**src/rtl/sysbus_arb_pkg.sv**
```systemverilog
// Shared types and constants for the two-requester Sysbus arbiter.
package sysbus_arb_pkg;

    typedef enum logic [1:0] {
        ST_IDLE,
        ST_REQ,
        ST_WDATA,
        ST_RESP
    } arb_state_t;

    localparam int FETCH = 0;
    localparam int DATA  = 1;

    // Tag layout: {write, type[3:0], id[7:0]}
    localparam int TAG_W_DEF     = 13;
    localparam int TAG_WRITE_BIT = 12;
    localparam int TAG_TYPE_MSB  = 11;
    localparam int TAG_TYPE_LSB  = 8;
    localparam int TAG_ID_MSB    = 7;
    localparam int TAG_ID_LSB    = 0;

endpackage

```
**src/rtl/arb_pick2.sv**
```systemverilog
// Two-way request picker: the requester named by ptr wins when it asks,
// otherwise the other one. Grant is one-hot, or zero when nobody asks.
module arb_pick2 (
    input  logic [1:0] req,
    input  logic       ptr,
    output logic [1:0] grant
);

    logic other;

    assign other = ~ptr;

    always_comb begin
        grant = 2'b00;
        if (req[ptr]) begin
            grant[ptr] = 1'b1;
        end else if (req[other]) begin
            grant[other] = 1'b1;
        end
    end

endmodule

```
**src/rtl/sysbus_arbiter.sv**
```systemverilog
// Arbitrates the fetch and data requesters onto a single Sysbus channel, one
// line transaction at a time. Define SYSBUS_ARB_RR_EN for round-robin; default is fixed data-first priority.
module sysbus_arbiter
    import sysbus_arb_pkg::*;
#(
    parameter int LINE_BEATS = 8,
    parameter int TAG_W      = TAG_W_DEF
) (
    input  logic                  clk,
    input  logic                  reset_n,
    input  logic [1:0]            r_reqcyc,
    input  logic [1:0][63:0]      r_req,
    input  logic [1:0][TAG_W-1:0] r_reqtag,
    output logic [1:0]            r_reqack,
    output logic [1:0]            r_respcyc,
    output logic [63:0]           r_resp,
    output logic [TAG_W-1:0]      r_resptag,
    input  logic [1:0]            r_respack,
    output logic                  bus_reqcyc,
    output logic [63:0]           bus_req,
    output logic [TAG_W-1:0]      bus_reqtag,
    input  logic                  bus_reqack,
    input  logic                  bus_respcyc,
    input  logic [63:0]           bus_resp,
    input  logic [TAG_W-1:0]      bus_resptag,
    output logic                  bus_respack
);

    localparam logic [3:0] LAST_BEAT = 4'(LINE_BEATS - 1);

    arb_state_t       state;
    arb_state_t       state_nxt;
    logic             winner;
    logic [63:0]      addr_q;
    logic [TAG_W-1:0] tag_q;
    logic [3:0]       beat_cnt;
    logic             tag_err;
    logic [1:0]       grant;
    logic             pick_ptr;
    logic             last_beat;
    logic             beat_ack;
    logic             id_mismatch;

`ifdef SYSBUS_ARB_RR_EN
    logic ptr;
    assign pick_ptr = ptr;
`else
    assign pick_ptr = 1'(DATA);
`endif

    arb_pick2 u_pick (
        .req   (r_reqcyc),
        .ptr   (pick_ptr),
        .grant (grant)
    );

    assign last_beat   = (beat_cnt == LAST_BEAT);
    assign beat_ack    = (state == ST_RESP) && bus_respcyc && bus_respack;
    assign id_mismatch = (bus_resptag[TAG_ID_MSB:TAG_ID_LSB] != tag_q[TAG_ID_MSB:TAG_ID_LSB]);
    assign bus_reqtag  = tag_q;

    always_ff @(posedge clk or negedge reset_n) begin
        if (!reset_n) begin
            state <= ST_IDLE;
        end else begin
            state <= state_nxt;
        end
    end

    always_comb begin
        state_nxt   = state;
        r_reqack    = 2'b00;
        r_respcyc   = 2'b00;
        r_resp      = '0;
        r_resptag   = '0;
        bus_respack = 1'b0;
        bus_reqcyc  = 1'b0;
        bus_req     = addr_q;
        case (state)
            ST_IDLE: begin
                if (|grant) begin
                    state_nxt = ST_REQ;
                end
            end
            ST_REQ: begin
                bus_reqcyc = 1'b1;
                if (bus_reqack) begin
                    r_reqack[winner] = 1'b1;
                    state_nxt = tag_q[TAG_WRITE_BIT] ? ST_WDATA : ST_RESP;
                end
            end
            ST_WDATA: begin
                // Requester streams one data word per cycle straight onto the bus
                bus_reqcyc = 1'b1;
                bus_req    = r_req[winner];
                if (last_beat) begin
                    state_nxt = ST_IDLE;
                end
            end
            ST_RESP: begin
                r_respcyc[winner] = bus_respcyc;
                r_resp            = bus_resp;
                r_resptag         = bus_resptag;
                bus_respack       = r_respack[winner];
                if (beat_ack && last_beat) begin
                    state_nxt = ST_IDLE;
                end
            end
            default: state_nxt = ST_IDLE;
        endcase
    end

    always_ff @(posedge clk or negedge reset_n) begin
        if (!reset_n) begin
            winner   <= 1'b0;
            addr_q   <= '0;
            tag_q    <= '0;
            beat_cnt <= '0;
            tag_err  <= 1'b0;
`ifdef SYSBUS_ARB_RR_EN
            ptr      <= 1'(FETCH);
`endif
        end else begin
            case (state)
                ST_IDLE: begin
                    if (|grant) begin
                        winner   <= grant[DATA];
                        addr_q   <= r_req[grant[DATA]];
                        tag_q    <= r_reqtag[grant[DATA]];
                        beat_cnt <= '0;
`ifdef SYSBUS_ARB_RR_EN
                        ptr      <= ~grant[DATA];
`endif
                    end
                end
                ST_WDATA: begin
                    beat_cnt <= last_beat ? 4'd0 : beat_cnt + 4'd1;
                end
                ST_RESP: begin
                    if (beat_ack) begin
                        beat_cnt <= last_beat ? 4'd0 : beat_cnt + 4'd1;
                    end
                end
                default: ;
            endcase
            // Mismatched beats are still forwarded; the flag only records that it happened
            tag_err <= tag_err | ((state == ST_RESP) && bus_respcyc && id_mismatch);
        end
    end

endmodule

```
**config.mk**
```make
export PLATFORM = sky130hd
export DESIGN_NAME = sysbus_arbiter
export DESIGN_NICKNAME = d
export VERILOG_FILES = /design/src/rtl/sysbus_arb_pkg.sv /design/src/rtl/arb_pick2.sv /design/src/rtl/sysbus_arbiter.sv
export SDC_FILE = /design/constraint.sdc
export NUM_CORES = 1
export LEC_CHECK = 0
export CORE_AREA = 8 8 148 150
export DETAILED_ROUTE_END_ITERATION = 8
export DIE_AREA = 0 0 156 158
export GPL_ROUTABILITY_DRIVEN = 0
export PLACE_DENSITY = 0.7
export SYNTH_ARGS = -nofsm -noshare
export SYNTH_HDL_FRONTEND = slang
export SYNTH_SLANG_ARGS = --single-unit
```
**constraint.sdc**
```tcl
create_clock -name clk -period 2.8 [get_ports clk]
set_clock_uncertainty 0.2 [all_clocks]
set_input_delay 0.56 -clock clk [delete_from_list [all_inputs] [get_ports clk]]
set_output_delay 0.56 -clock clk [all_outputs]
set_load 0.02 [all_outputs]
```
Word level (Yosys, flattened, before mapping)
Cells that the tools add are included.

Output and inout bits: 160. Word-level logic and storage cells: 60. Bits in registers: 84.

Reduce and logical (&&, ||, !) cells: 11. Bitwise logic cells: 1. Magnitude comparators: 3. Muxes and demuxes: 30. Add/sub/neg operators: 1. Eq/ne operators: 9.

Operators with widths (count): $mux W64 (6); $mux W13 (3); $mux W2 (8); $mux W4 (3); $pmux W4 S3 (1); $ne A2 B2 Y1 const B (4); $pmux W2 S4 (1); $mux W1 (7); $add A4 B1 Y4 const B (1); $eq A2 B2 Y1 const B (2); $eq A4 B3 Y1 const B (1); $logic_and A1 B1 Y1 (4); $lt A1 B2 Y1 const B (2); $reduce_and A4 Y1 (1); $reduce_or A2 Y1 (2); $reduce_and A3 Y1 (1); $reduce_bool A3 Y1 (1); $and A2 B2 Y2 (1); $eq A2 B1 Y1 const B (1); $logic_not A2 Y1 (1); $ne A2 B1 Y1 const B (1); $reduce_and A2 Y1 (1); $demux W1 S1 (1); $ge A1 B1 Y1 const B (1).

Logic depth before layout (Yosys ltp)
Depth after elaboration: 7. Gate-level depth with buffers: 7. Gate-level depth less buffers: 6.

Hierarchy
A second synthesis with hierarchy kept.

Cells, all modules: 690. Area, all modules: 5823.1 µm².

By module, submodules not included: sysbus_arbiter (times used 1, area an instance 5804.3 µm², cells each 687); arb_pick2 (times used 1, area an instance 18.8 µm², cells each 3).

Worst setup path after synthesis
Ideal clock, no wire load.

Kind: reg-to-output. Start point: register state[0]. End point: output bus_req[10]. Arrival: 1648 ps. Cell stages (with the launch flop): 7. Setup slack: 392 ps. Buffers on the path: 2. Cells stage by stage: dfrtp_1 -> inv_1 -> ha_1 -> clkbuf_1 -> clkbuf_1 -> nor2_1 -> a21oi_1.

Longest elaborated chain between the ends: 2.

RTL lines: from (decl) (RTL line sysbus_arbiter.sv:31) `arb_state_t state;`; from (signal assigned) (RTL line sysbus_arbiter.sv:66) `state <= state_nxt;`; $eq A2 B2 Y1 (RTL line sysbus_arbiter.sv:79) `case (state)`; $mux W64 (RTL line sysbus_arbiter.sv:79); to (decl) (RTL line sysbus_arbiter.sv:20) `output logic [63:0] bus_req,`.

No other way between the ends.

Worst setup path in the final report
Start point: register state[0]. End point: output r_resp[42].

Longest elaborated chain between the ends: 2.

RTL lines: $eq A2 B2 Y1 (RTL line sysbus_arbiter.sv:79); $mux W64 (RTL line sysbus_arbiter.sv:79); to (decl) (RTL line sysbus_arbiter.sv:16) `output logic [63:0] r_resp,`.

No other way between the ends.

==> reports/qor.yml <==
power:
  p_leak_nw: 5.61
  cellPowerDensity_mw_per_mm2: 949
  total_power_mw: 9.97
  vdd_ir_drop_max_mv: 0.389
worst_setup_path:
  rr_worst_depth: 7
  crit_slowest_cell: "clkdlybuf4s50_1"
  path_delay_family: "buffers and inverters"
  endpoint_kind: "output pin"
  critical_path_arrival_ns: 1.94
  critPathRequiredTime_ns: 2.04
  start_kind: "flop"
  path_cells: "buf_4, ha_2, buf_6, and2_1, clkdlybuf4s50_1"
  r2r_start: "state[0]"
  worstPathMaxFanout: 21
  r2r_end: "beat_cnt[3]"
  path_buf_inv: 3
  critPathKind: "reg -> out"
  ff2ff_setup_slack_ns: 0.42
  critPathMaxStageDelay_ns: 0.59
worst_hold_path:
  min_from: "bus_reqtag[3]"
  holdPathStages: 2
  holdCritPathClass: "reg -> reg"
  min_to: "bus_reqtag[3]"
synth:
  yosysUniqueCellTypes: 26
  synth_area_leader_cell: "dfrtp_1"
  syn_inst: 686
  synth_xor_area_share_pct: 0
  syn_area_mm2: 0.00580
  syn_nets: 932
  synth_top_area_share_pct: 36.2
  synthTopCellsByArea: "dfrtp_1 (36%), mux2i_1 (25%), and2_1 (8.3%)"
  synth_simple_gate_area_share_pct: 19.2
  synthMuxAreaShare_pct: 25.2
  synth_seq_area_share_pct: 36.2
  synth_top_family_by_area: "multiplexers"
  synth.avg_cell_area_um2: 8.46
  synthAdderAreaFrac_pct: 1.51
  synth_compound_area_share_pct: 13.8
  ys_ff_latch: 84
  yosys_warnings: 0
final_layout:
  fillers: 1859
  antennaDiodeCount: 0
  final_common_cell: "clkdlybuf4s50_1"
  utilization_pct: 53.3
  nNetsFinal: 1309
  final_area_mm2: 0.0105
  area_growth_pct: 81.0
  layout_common_cells: "clkdlybuf4s50_1 (257), mux2i_1 (145), dfrtp_1 (82)"
  drive_gt1_share_pct: 5.52
  finalNonFillerCells: 1338
routing:
  routed_wl_mm: 23.8
  via_per_inst: 4.61
  drtAntennaViolNets: 0
  drc: 0
  first_pass_iters: 4
  wl_per_cell_um: 17.8
  via_count: 6163
  drt_iter0_markers: 274
sta:
  setup-violations-final: 0
  slew_viol_final: 0
  relSlewSlack_pct: 52.8
  fin_crit_sh_pct: 96.5
  final-hold-violation-count: 0
  worst_slew_pin_slew_ns: 0.708
  clock.fmax_ghz: 0.370
  setup_slack_ns: 0.0969
  fin_crit_ns: 2.70
  rsz0062_at_grt: "false"
clock_network:
  cts_sinks: 84
  cts_tree: "yes"
  cts_root_buf: "clkbuf_16"
  worstSkewPairLatency_ns: 0.34
  clockBufferDepth: 2
  numCtsBuffers: 9
  h-tree-depth: 3
  clk_transition_reported_paths_ns: 0.06
die:
  rows: 52
  initial_core_util_pct: 29.4
  die_h_um: 158
  die_area_mm2: 0.0246
  die_width_um: 156
  core-area_mm2: 0.0197
  num_io_pins: 399
place:
  dpl_cell_area_mm2: 0.0102
  dp_cells: 1318
  pre_cts_slack_ns: 0.0435
  io_buffers: 398
  dpl.hpwl_mm: 18.6
global_route:
  grt_pass1_vias: 6191
  gr-usage-all-layers_pct: 18.4
  grt_pass1_wl_mm: 35.6
  grt_overflow_total: 0
  grt_max_degree: 79
  antenna_found_initial: 0
run:
  max-cap-violations: 0
status:
  status: "finished clean"
power breakdown:
part	switching (mW)	total [mW]	internal (mW)	leakage [nW]
registers	0.308	2.10	1.79	1.04
clock network	0.510	1.21	0.695	0.136
logic	3.84	6.66	2.82	4.43
logic make-up after synthesis:
group                    count (synthesis)
flip-flops                              84
AND/OR/NAND/NOR                        237
adder cells (fa/ha/maj)                  7
buffers and inverters                   60
multiplexers                           146
AO/OA/AOI/OAI                          152
per-stage QoR:
stage	TNS, ns	hold slack (ns)
6_report	0	0.276
5_1_grt	0	0.306
4_1_cts	-0.00269	0.284
3_5_place_dp	0	0.269
3_3_place_gp	0	0.261
2_1_floorplan	0	0.0644
layout make-up:
class / instances / area [um2] / area share, %
Clock buffer: 11 / 233 / 2.22
Sequential cell: 84 / 2110 / 20.1
Timing Repair Buffer: 422 / 4260 / 40.5
Multi-Input combinational cell: 542 / 3490 / 33.2
Tap cell: 270 / 338 / 3.22
Clock inverter: 5 / 62.6 / 0.596
Inverter: 4 / 15.0 / 0.143
cell usage after synthesis:
cell type  number
mux2_2          1
and2_1         77
nand2b_1        2
ha_1            7
and3_1          3
a22o_1          1
dfrtp_1        84
nand2_1        81
nor2_1         69
inv_1           4
or3b_1          1
a211oi_1        1
nand3b_1        1
a21boi_0        1
clkbuf_1       38
nor3b_1         2
mux2i_1       145
o21ai_1         1
a21oi_1        65
o21ai_0        80
a2111oi_4       1
buf_1           8
o221ai_1        1
nor2b_1         1
o2bb2ai_1       1
buf_2          10
worst max path at each step:
stage	from	to	cells after the start
after floorplan	state[0]	bus_req[10]	6
after global placement	r_req[64]	bus_req[0]	4
after detailed placement	r_req[64]	bus_req[0]	4
after CTS	state[0]	bus_req[22]	7
after global routing	state[1]	r_reqack[0]	5
final	state[0]	r_resp[42]	5
what timing repair did:
item | CTS | global route
gates resized for setup | 99 | 69
hold endpoints to repair | 24 | 0
buffers inserted | 2 | 1
hold buffers | 1 | 0
pin swaps | 0 | 1
endpoints found under the setup margin | 92 | 71
sequential cells by signal, summed over array words and instances, names as in the netlist:
| name | flops |
|---|---|
| bus_reqtag | 13 |
| state | 2 |
| winner | 1 |
| beat_cnt | 4 |
| addr_q | 64 |
tightest hold or removal path, stage by stage, from the launching register on:
cell     delay (ns)
dfrtp_1        0.34
nand2_1        0.04
o21ai_0        0.06
layer usage:
metal / wire [um] / part of all wire [%] / global-route usage, % / up-vias
li1: - / - / - / 3099
met1: 9880 / 41 / 21.8 / 2816
met2: 11900 / 50 / 31.6 / 225
met3: 1760 / 7.4 / 5.76 / 23
met4: 329 / 1.4 / 5.04 / 0
met5: 0 / 0 / 0 / -
(Power assumes the default switching activity.)
